**src/rtl/uart_pkg.sv**
```systemverilog
// uart_pkg: shared UART FSM state encoding and default frame/baud constants
package uart_pkg;
  typedef enum logic [1:0] {IDLE = 2'b00, START = 2'b01, DATA = 2'b10, STOP = 2'b11} uart_state_t;
  localparam int UART_DBIT = 8;
  localparam int UART_SB_TICK = 16;
  localparam int UART_DIVISOR_9600 = 651;
endpackage

```
**src/rtl/baud_tick_gen.sv**
```systemverilog
// baud_tick_gen: modulo-DIVISOR counter giving a one-cycle tick (ports clk, reset, clr sync clear, tick)
module baud_tick_gen #(
  parameter int DIVISOR = 651
) (
  input  logic clk,
  input  logic reset,
  input  logic clr,
  output logic tick
);
  localparam int W = DIVISOR > 1 ? $clog2(DIVISOR) : 1;
  logic [W-1:0] cnt;
  assign tick = cnt == W'(DIVISOR - 1);
  always_ff @(posedge clk or posedge reset)
    if (reset) cnt <= '0;
    else if (clr || tick) cnt <= '0;
    else cnt <= cnt + 1'b1;
endmodule

```
**src/rtl/uart_tx_serializer.sv**
```systemverilog
// uart_tx_serializer: start/DBIT data (LSB first)/stop UART transmitter (in tx_start, din; out tx, tx_busy, tx_done_tick)
module uart_tx_serializer
  import uart_pkg::*;
#(
  parameter int DBIT = UART_DBIT,
  parameter int SB_TICK = UART_SB_TICK,
  parameter int DIVISOR = UART_DIVISOR_9600
) (
  input  logic            clk,
  input  logic            reset,
  input  logic            tx_start,
  input  logic [DBIT-1:0] din,
  output logic            tx,
  output logic            tx_busy,
  output logic            tx_done_tick
);
  localparam int TW = $clog2(SB_TICK) + 1;
  localparam int BW = DBIT > 1 ? $clog2(DBIT) : 1;
  uart_state_t state_q, state_d;
  logic [TW-1:0] s_q, s_d;
  logic [BW-1:0] n_q, n_d;
  logic [DBIT-1:0] b_q, b_d;
  logic tick, clr, tx_d;
  baud_tick_gen #(.DIVISOR(DIVISOR)) u_baud (
    .clk  (clk),
    .reset(reset),
    .clr  (clr),
    .tick (tick)
  );
  always_comb begin
    state_d = state_q;
    s_d = s_q;
    n_d = n_q;
    b_d = b_q;
    clr = 1'b0;
    tx_done_tick = 1'b0;
    unique case (state_q)
      IDLE:
        if (tx_start) begin
          state_d = START;
          b_d = din;
          s_d = '0;
          clr = 1'b1;
        end
      START:
        if (tick) begin
          if (s_q == TW'(15)) begin
            state_d = DATA;
            s_d = '0;
            n_d = '0;
          end else s_d = s_q + 1'b1;
        end
      DATA:
        if (tick) begin
          if (s_q == TW'(15)) begin
            s_d = '0;
            b_d = b_q >> 1;
            if (n_q == BW'(DBIT - 1)) state_d = STOP;
            else n_d = n_q + 1'b1;
          end else s_d = s_q + 1'b1;
        end
      STOP:
        if (tick) begin
          if (s_q == TW'(SB_TICK - 1)) begin
            state_d = IDLE;
            tx_done_tick = 1'b1;
          end else s_d = s_q + 1'b1;
        end
    endcase
    tx_d = state_d == START ? 1'b0 : state_d == DATA ? b_d[0] : 1'b1;
  end
  // tx and tx_busy are registered from the next state so they switch on the acceptance edge itself
  always_ff @(posedge clk or posedge reset)
    if (reset) begin
      state_q <= IDLE;
      s_q <= '0;
      n_q <= '0;
      b_q <= '0;
      tx <= 1'b1;
      tx_busy <= 1'b0;
    end else begin
      state_q <= state_d;
      s_q <= s_d;
      n_q <= n_d;
      b_q <= b_d;
      tx <= tx_d;
      tx_busy <= state_d != IDLE;
    end
endmodule

```
**config.mk**
```make
export PLATFORM = sky130hd
export DESIGN_NAME = uart_tx_serializer
export DESIGN_NICKNAME = d
export VERILOG_FILES = /design/src/rtl/uart_pkg.sv /design/src/rtl/baud_tick_gen.sv /design/src/rtl/uart_tx_serializer.sv
export SDC_FILE = /design/constraint.sdc
export NUM_CORES = 1
export LEC_CHECK = 0
export BUFFER_PORTS_ARGS = -buffer_cell sky130_fd_sc_hd__buf_2
export CORE_ASPECT_RATIO = 2
export CORE_MARGIN = 4
export CORE_UTILIZATION = 63
export CTS_CLUSTER_DIAMETER = 150
export DETAILED_ROUTE_END_ITERATION = 7
export GPL_TIMING_DRIVEN = 0
export PLACE_DENSITY = 0.8
export REMOVE_ABC_BUFFERS = 1
export SYNTH_ARGS = -nofsm -noshare
export SYNTH_HDL_FRONTEND = slang
export SYNTH_SLANG_ARGS = --single-unit
```
**constraint.sdc**
```tcl
create_clock -name clk -period 4.2 [get_ports clk]
set_clock_uncertainty 0.1 [all_clocks]
set_input_delay 0.84 -clock clk [delete_from_list [all_inputs] [get_ports clk]]
set_output_delay 0.84 -clock clk [all_outputs]
set_load 0.03 [all_outputs]
```
==> results_dict.tcl, run 1 <==
set metrics [dict create \
    status "completed" \
    io_buffers 13 \
    yosysUniqueCellTypes 45 \
    vias_per_cell 6.07 \
    r2r-start "state_q[0]" \
    post_cts_resized 0 \
    holdWs_ns 0.407 \
    cts.hold.buffers_added 0 \
    critPathSlowestCell "nor3_2" \
    top_layer_used "met4" \
    hold_viol 0 \
    dr.pass1.iters 4 \
    gr-usage-all-layers_pct 21.1 \
    wl_met2_mm 1.88 \
    worstPathArrival_ns 1.99 \
    min_period_ns 2.93 \
    critical_path_required_ns 3.26 \
    initial_utilization_pct 67.0 \
    core_area_um2 2640 \
    netlist_instances 174 \
    routedWlPerCell_um 15.4 \
    ys.flop_type "dfrtp_1" \
    maxSlewViolCount 0 \
    final_cells 219 \
    drc 0 \
    yosys.area.top_type "dfrtp_1" \
    dp.cells 211 \
    hpwl_mm 2.52 \
    max_cap_violations 0 \
    setup_viol 0 \
    fmax_mhz 341 \
    path_clk_slew_ns 0.06 \
    cts_tree "yes" \
    yosys_warnings 0 \
    ys_ff_latch 30 \
    tightest_slew_ns 1.10 \
    io_pins 14 \
    rsz0062_at_grt "no" \
    worst_slew_margin_rel_pct 26.8 \
    root_buffer "clkbuf_8" \
    synth_edf_count 0 \
    chipHeight_um 82.8 \
    synth.area.top_cells "dfrtp_1 41%, ha_1 9.2%, mux2_2 5.1%" \
    drtAntennaViolNets 0 \
    synth.avg_cell_area_um2 10.1 \
    synth_top_cell_area_share_pct 41.1 \
    antenna_found_initial 0 \
    reg2reg_to "b_q[5]" \
    r2r_cells 7 \
    rows 26 \
    vias 1330 \
    gp_congestion 0.868 \
    dieArea_um2 3760 \
    p_leak_nw 0.971 \
    htree_num_levels 2 \
    crit_end "tx_done_tick" \
    syn_area_um2 1760 \
    rrSetupSlack_ns 1.43 \
    grt_max_degree 31 \
    wl_met1_mm 1.23 \
    drive_gt1_share_pct 17.8 \
    area_delta_synth_final_pct 9.93 \
    seq_area_frac_synth_pct 42.6 \
    cpPeakStageDelay_ns 0.43 \
    gr-total-overflow 0 \
    power_per_cell_area_nw_per_um2 504 \
    clock_path_buffers 2 \
    dr.first_iter.drc_count 36 \
    fin_nets 214 \
    tns_ns 0 \
    grt_pass1_vias 1377 \
    vdd_drop_max_uv 361 \
    ys_async_sr_fraction_pct 100 \
    period_share_pct 69.8 \
    wl_met3_um 132 \
    endpoint_kind "output pin" \
    path_class "reg -> out" \
    totalWireLength_mm 3.37 \
    grt_first_pass_wirelength_mm 5.89 \
    diodes 0 \
    start_kind "flip-flop" \
    final_cell_mix "29 x dfrtp_1, 17 x nor2_1, 16 x inv_1" \
    finalCoreUtilization_pct 73.6 \
    critPathLaunch "u_baud.cnt[0]" \
    multi_input_area_um2 936 \
    final_common_cell "dfrtp_1" \
    postCtsSetupRepairBufs 0 \
    cts_inserted_buffers 5 \
    fp.dieW_um 45.4 \
    fill_cells 194 \
    insertion_delay_ns 0.28 \
    critPathMaxFanout 7 \
    regArea_um2 752 \
    cts_sinks 30 \
    cp_cell_sequence "inv_1 -> ha_1 -> nand4b_1 -> nor3_2 -> and3_1 -> buf_2" \
    hp-class "reg -> reg" \
]
==> synth_stat cells, types with 2 or more instances <==
cell,instances
dfrtp_1,29
nor2_1,17
inv_1,16
ha_1,13
nand2_1,12
mux2_2,8
a22o_1,7
and3_1,6
o21ai_0,6
mux2i_1,5
xnor2_1,5
nand2b_1,4
nand3_1,4
clkbuf_1,3
nor4_1,3
xor2_1,3
a21o_1,2
a21oi_1,2
a31oi_1,2
nand3b_1,2
==> state kept, by name, summed over array words and instances, names as in the netlist <==
signal,flops
tx,1
n_q,3
state_q,2
b_q,8
u_baud.cnt,10
tx_busy,1
s_q,5
==> worst min-delay path by stage <==
| stage | startpoint | end | cells past startpoint |
|---|---|---|---|
| 2_1_floorplan | n_q[0] | n_q[0] | 1 |
| 3_3_place_gp | u_baud.cnt[0] | u_baud.cnt[0] | 1 |
| 3_5_place_dp | u_baud.cnt[0] | u_baud.cnt[0] | 1 |
| 4_1_cts | u_baud.cnt[0] | u_baud.cnt[0] | 1 |
| 5_1_grt | b_q[6] | b_q[6] | 1 |
| 6_report | u_baud.cnt[0] | u_baud.cnt[0] | 1 |
==> cell type report <==
cell class / instances / share of cell area, %
clock inverter: 1 / 0.258
inverter: 16 / 3.10
multi-input combinational: 124 / 48.3
clock buffer: 7 / 4.45
tap: 28 / 1.81
sequential: 30 / 38.8
timing repair buffer: 13 / 3.35
==> cell families after synthesis <==
group | count (synthesis) | share of synthesized area, %
AND/OR/NAND/NOR | 59 | 17.7
XOR/XNOR | 8 | 3.97
buffers and inverters | 20 | 4.33
multiplexers | 13 | 7.94
adder cells (fa/ha/maj) | 13 | 9.22
AO/OA/AOI/OAI | 31 | 14.2
flip-flops | 30 | 42.6
==> routing by layer <==
layer	vias to the layer above	track usage, %
li1	647	-
met1	646	22.0
met2	27	35.7
met3	10	4.11
met4	0	13.1
met5	-	0
==> through the flow <==
step | power (W) | area (um^2) | setup WS [ns]
after CTS | 0.000984 | 1940 | 1.27
after floorplan | 0.000670 | 1750 | 1.77
after detailed placement | 0.000747 | 1850 | 1.49
after global routing | 0.00105 | 1940 | 1.05
after global placement | 0.000731 | 1850 | 1.56
final | 0.000977 | 1940 | 1.27
==> power breakdown <==
group	switching, W	internal [W]
clock network	0.000102	0.000132
registers	0.0000471	0.000363
logic	0.000193	0.000141
==> critical path, delay by kind of cell, from the launching register on <==
kind          cells  cell delay, ns
simple gates      3            0.88
flops             1            0.41
buf+inv           2            0.26
fa+ha+maj         1            0.15
(Power assumes the default switching activity.)
==> inputs of run 2 (changes only) <==
ABC_AREA = 1   (was not set)
CORE_UTILIZATION = 59   (was 63)
PLACE_DENSITY = 0.76   (was 0.8)
clock period = 2.9 ns   (was 4.2 ns; I/O delays follow)
==> results_dict.tcl, run 2 <==
set metrics [dict create \
    core_area_um2 2980 \
    drc 0 \
    use_met3_pct 3.74 \
    power_per_cell_area_nw_per_um2 382 \
    cts_sinks 30 \
    synth_edf_count 0 \
    worst_slew_margin_rel_pct 26.3 \
    top_regs "u_baud.cnt: 10 flops, b_q: 8 flops, s_q: 5 flops" \
    fin_ws_ns 0.269 \
    clock_path_buffers 2 \
    use_met2_pct 35.7 \
    insertion_delay_ns 0.28 \
    synth_most_common_cell "nand2_1" \
    grt_pass1_vias 1445 \
    dieArea_um2 4100 \
    critPathMaxFanout 4 \
    ys.flop_type "dfrtp_1" \
    drtAntennaViolNets 0 \
    grt_first_pass_wirelength_mm 5.95 \
    grt_max_degree 31 \
    rsz0062_at_grt "no" \
    diodes 0 \
    drive_gt1_share_pct 18.1 \
    vdd_drop_max_uv 456 \
    hp-class "reg -> reg" \
    start_kind "flip-flop" \
    initial_utilization_pct 61.3 \
    gr-usage-all-layers_pct 19.9 \
    totalWireLength_mm 3.41 \
    routedWlPerCell_um 12.7 \
    period_share_pct 90.7 \
    yosys.area.top_type "dfrtp_1" \
    maxSlewViolCount 0 \
    final_cell_mix "48 x nand2_1, 29 x inv_1, 29 x dfrtp_1" \
    max_cap_violations 0 \
    synth.avg_cell_area_um2 8.33 \
    vias 1431 \
    worstPathArrival_ns 1.95 \
    post_cts_resized 0 \
    ys_ff_latch 30 \
    netlist_instances 219 \
    path_clk_slew_ns 0.06 \
    fp.dieW_um 47.3 \
    gp_congestion 0.821 \
    io_buffers 13 \
    setup_viol 0 \
    fmax_mhz 380 \
    holdWs_ns 0.370 \
    p_leak_nw 0.962 \
    area_delta_synth_final_pct 9.12 \
    status "completed" \
    dr.first_iter.drc_count 20 \
    final_common_cell "nand2_1" \
    synth_top_cell_area_share_pct 39.8 \
    seq_area_frac_synth_pct 41.2 \
    cts_inserted_buffers 5 \
    min_period_ns 2.63 \
    syn_area_um2 1820 \
    chipHeight_um 86.6 \
    path_class "reg -> out" \
    htree_num_levels 2 \
    endpoint_kind "output pin" \
    grt.busiest_layer "met2" \
    rows 28 \
    root_buffer "clkbuf_8" \
    hold_viol 0 \
    tns_ns 0 \
    postCtsSetupRepairBufs 0 \
    fin_nets 261 \
    preCtsSetupSlack_ns 0.544 \
    cts.hold.buffers_added 0 \
    use_met1_pct 20.2 \
    tightest_slew_ns 1.10 \
    hpwl_mm 2.68 \
    largest_register "u_baud.cnt" \
    io_pins 14 \
    antenna_found_initial 0 \
    gr-total-overflow 0 \
    ys_async_sr_fraction_pct 100 \
    vias_per_cell 5.34 \
    synth_top_cells_by_count "48 x nand2_1, 29 x dfrtp_1, 29 x inv_1" \
    yosys_warnings 0 \
    critical_path_required_ns 2.22 \
    largest_register_ff_count 10 \
    dr.pass1.iters 4 \
    yosysUniqueCellTypes 33 \
    cts_tree "yes" \
    synth.area.top_cells "dfrtp_1 40%, nand2_1 9.9%, ha_1 8.9%" \
]
-- run 2: cell count changes in the layout (fill, tap and decap cells not counted), sizes merged, moves of 7 or more --
| cell | previous run | this run |
|---|---|---|
| a22o | 7 | 0 |
| nor2 | 17 | 29 |
| nand3 | 4 | 15 |
| inv | 16 | 32 |
| nand2 | 12 | 51 |
| mux2 | 8 | 0 |
-- run 2: logic make-up after synthesis --
| group | synth area share [%] |
|---|---|
| fa+ha+maj | 8.92 |
| flops | 41.2 |
| compound gates | 10.2 |
| xor+xnor | 0.480 |
| simple gates | 31.2 |
| buf+inv | 7.48 |
| mux | 0.549 |
-- run 2: worst paths after layout --
| kind | from | end | slack [ns] | depth (start not counted) |
|---|---|---|---|---|
| worst max-delay path | s_q[0] | tx_done_tick | 0.27 | 7 |
| worst min-delay path | b_q[0] | b_q[0] | 0.37 | 2 |
| worst max register to register | state_q[0] | n_q[2] | 0.71 | 7 |
| worst min register to register | b_q[0] | b_q[0] | 0.37 | 2 |
| max in group asynchronous | reset | u_baud.cnt[1] | 1.56 | 2 |
| min in group asynchronous | reset | tx_busy | 0.47 | 2 |
-- run 2: final cells by class --
cell class / count / area (um^2)
flip-flops and latches: 30 / 752
fillers: 264 / 987
clock buffers: 8 / 80.1
inverters: 32 / 120
multi-input cells: 155 / 936
repair buffers: 13 / 65.1
well taps: 30 / 37.5
-- run 2: through the flow --
step | area, um^2 | util, % | std cells | power, W
after floorplan | 1810 | - | 217 | 0.000444
after global placement | 1910 | 64.2 | 260 | 0.000454
after detailed placement | 1910 | 64.2 | 260 | 0.000455
after CTS | 1990 | 66.8 | 268 | 0.000763
after global routing | 1990 | 66.8 | 268 | 0.000788
final | 1990 | 66.8 | 268 | 0.000760
-- run 2: critical path, stage by stage, from the launching register on --
cell     delay [ns]
dfrtp_1        0.38
ha_1           0.18
nand2_1        0.07
nor2_1         0.18
ha_1           0.31
nand4_1        0.19
nor2_1         0.15
buf_2          0.22
-- run 2: power breakdown --
part	switching, W	leakage (nW)	total, W	internal, W
Combinational	0.0000124	0.584	0.0000202	0.00000783
Sequential	0.00000270	0.338	0.000427	0.000424
Clock	0.000143	0.0395	0.000313	0.000170
-- run 2: metal layers --
metal / routed length (um) / up-vias
met1: 1320 / 655
met4: 110 / 0
met2: 1890 / 21
li1: - / 743
met5: 0 / -
met3: 94 / 12
==> inputs of run 3 (changes only) <==
ABC_AREA = 0   (was 1)
==> results_dict.tcl, run 3 (same netlist as run 1, synthesis figures left out) <==
set metrics [dict create \
    hp-class "reg -> reg" \
    antenna_found_initial 0 \
    seq_power_share_pct 41.5 \
    grt_pass1_vias 1438 \
    io_pins 14 \
    tns_ns 0 \
    diodes 0 \
    max_cap_violations 0 \
    largest_register "u_baud.cnt" \
    dr.first_iter.drc_count 30 \
    post_cts_resized 0 \
    power_per_cell_area_nw_per_um2 739 \
    largest_register_ff_count 10 \
    io_buffers 13 \
    vias 1334 \
    fp.dieW_um 46.7 \
    fmax_mhz 367 \
    fill_cells 221 \
    cp_cell_sequence "inv_1 -> ha_1 -> nand4b_1 -> nor3_4 -> and3_1 -> buf_2" \
    dp.cells 212 \
    gr-total-overflow 0 \
    chipHeight_um 85.3 \
    grt_max_degree 31 \
    initial_utilization_pct 62.9 \
    drtAntennaViolNets 0 \
    cts.hold.buffers_added 0 \
    period_share_pct 93.9 \
    hpwl_mm 2.66 \
    p_int_w 0.000921 \
    worstPathArrival_ns 2.04 \
    routedWlPerCell_um 16.3 \
    rows 27 \
    drc 0 \
    cts_inserted_buffers 5 \
    path_clk_slew_ns 0.07 \
    grt_first_pass_wirelength_mm 5.98 \
    core_area_um2 2800 \
    rsz0062_at_grt "no" \
    gr-usage-all-layers_pct 20.4 \
    final_cells 220 \
    hold_viol 0 \
    status "completed" \
    cts_tree "yes" \
    root_buffer "clkbuf_8" \
    cpPeakStageDelay_ns 0.43 \
    setup_viol 0 \
    cts_sinks 30 \
    tightest_slew_ns 1.11 \
    endpoint_kind "output pin" \
    p_leak_nw 0.970 \
    power.net_switching_w 0.000522 \
    top_regs "u_baud.cnt: 10 flops, b_q: 8 flops, s_q: 5 flops" \
    critical_path_required_ns 2.22 \
    drive_gt1_share_pct 18.8 \
    regArea_um2 752 \
    htree_num_levels 2 \
    netSwitchingFraction_pct 36.2 \
    min_period_ns 2.72 \
    start_kind "flip-flop" \
    combPwrFrac_pct 34.3 \
    dieArea_um2 3980 \
    multi_input_area_um2 945 \
    vias_per_cell 6.06 \
    final_common_cell "dfrtp_1" \
    critPathMaxFanout 7 \
    final_cell_mix "29 x dfrtp_1, 16 x inv_1, 16 x nor2_1" \
    fin_nets 214 \
    clock_path_buffers 2 \
    maxSlewViolCount 0 \
    insertion_delay_ns 0.29 \
    totalWireLength_mm 3.58 \
    critPathSlowestCell "dfrtp_1" \
    finalCoreUtilization_pct 69.7 \
    dr.pass1.iters 4 \
    gp_congestion 0.892 \
    area_delta_synth_final_pct 10.7 \
    clock_power_share_pct 24.1 \
    path_class "reg -> out" \
    postCtsSetupRepairBufs 0 \
    worst_slew_margin_rel_pct 26.0 \
    vdd_drop_max_uv 478 \
]
-- run 3: cell types whose count changed in the layout (fill, tap and decap cells not counted), moves of 5 or more --
cell / before / now
mux2_2: 0 / 8
nand3_1: 13 / 4
and3_1: 0 / 6
nor2_1: 24 / 16
nand2_1: 48 / 12
a22o_1: 0 / 7
inv_1: 29 / 16
a21oi_1: 8 / 2
xnor2_1: 0 / 5
-- run 3: stage by stage --
step                power (W)  area [um^2]  setup slack, ns  hold slack [ns]
floorplan            0.000971         1750            0.576            0.366
global placement      0.00106         1850            0.292            0.390
detailed placement    0.00110         1850            0.182            0.392
CTS                   0.00145         1940            0.170            0.406
global route          0.00153         1950          0.00598            0.421
finish                0.00144         1950            0.177            0.401
-- run 3: final timing paths --
path / start / end / slack, ns / depth (start not counted)
max in group asynchronous: reset / s_q[0] / 1.56 / 2
worst max register to register: state_q[1] / b_q[5] / 0.31 / 7
min in group asynchronous: reset / b_q[4] / 0.47 / 2
worst max-delay path: u_baud.cnt[0] / tx_done_tick / 0.18 / 6
worst min-delay path: n_q[0] / n_q[0] / 0.40 / 1
worst min register to register: n_q[0] / n_q[0] / 0.40 / 1
-- run 3: layout make-up --
type | instances | share of cell area (%)
clock inverter | 2 | 0.641
sequential | 30 | 38.5
timing repair buffer | 13 | 3.33
tap | 29 | 1.86
multi-input combinational | 124 | 48.4
clock buffer | 6 | 4.23
inverter | 16 | 3.07
-- run 3: per-layer routing --
metal	track usage, %	vias to the layer above	wire [um]
met1	20.2	662	1370
met4	9.32	0	62
met5	0	-	0
met3	3.82	6	80
met2	37.6	20	2060
li1	-	646	-
-- run 3: critical path: cells and delay by family, from the launching register on --
family	cells	cell delay, ns
fa+ha+maj	1	0.16
flops	1	0.43
simple gates	3	0.90
buf+inv	2	0.27
-- run 3: power groups by stage --
stage               combinational, W  clock, W  sequential [W]
floorplan                   0.000356         0        0.000615
global placement            0.000465         0        0.000600
detailed placement          0.000488         0        0.000608
CTS                         0.000490  0.000359        0.000600
global route                0.000544  0.000374        0.000613
finish                      0.000495  0.000349        0.000600
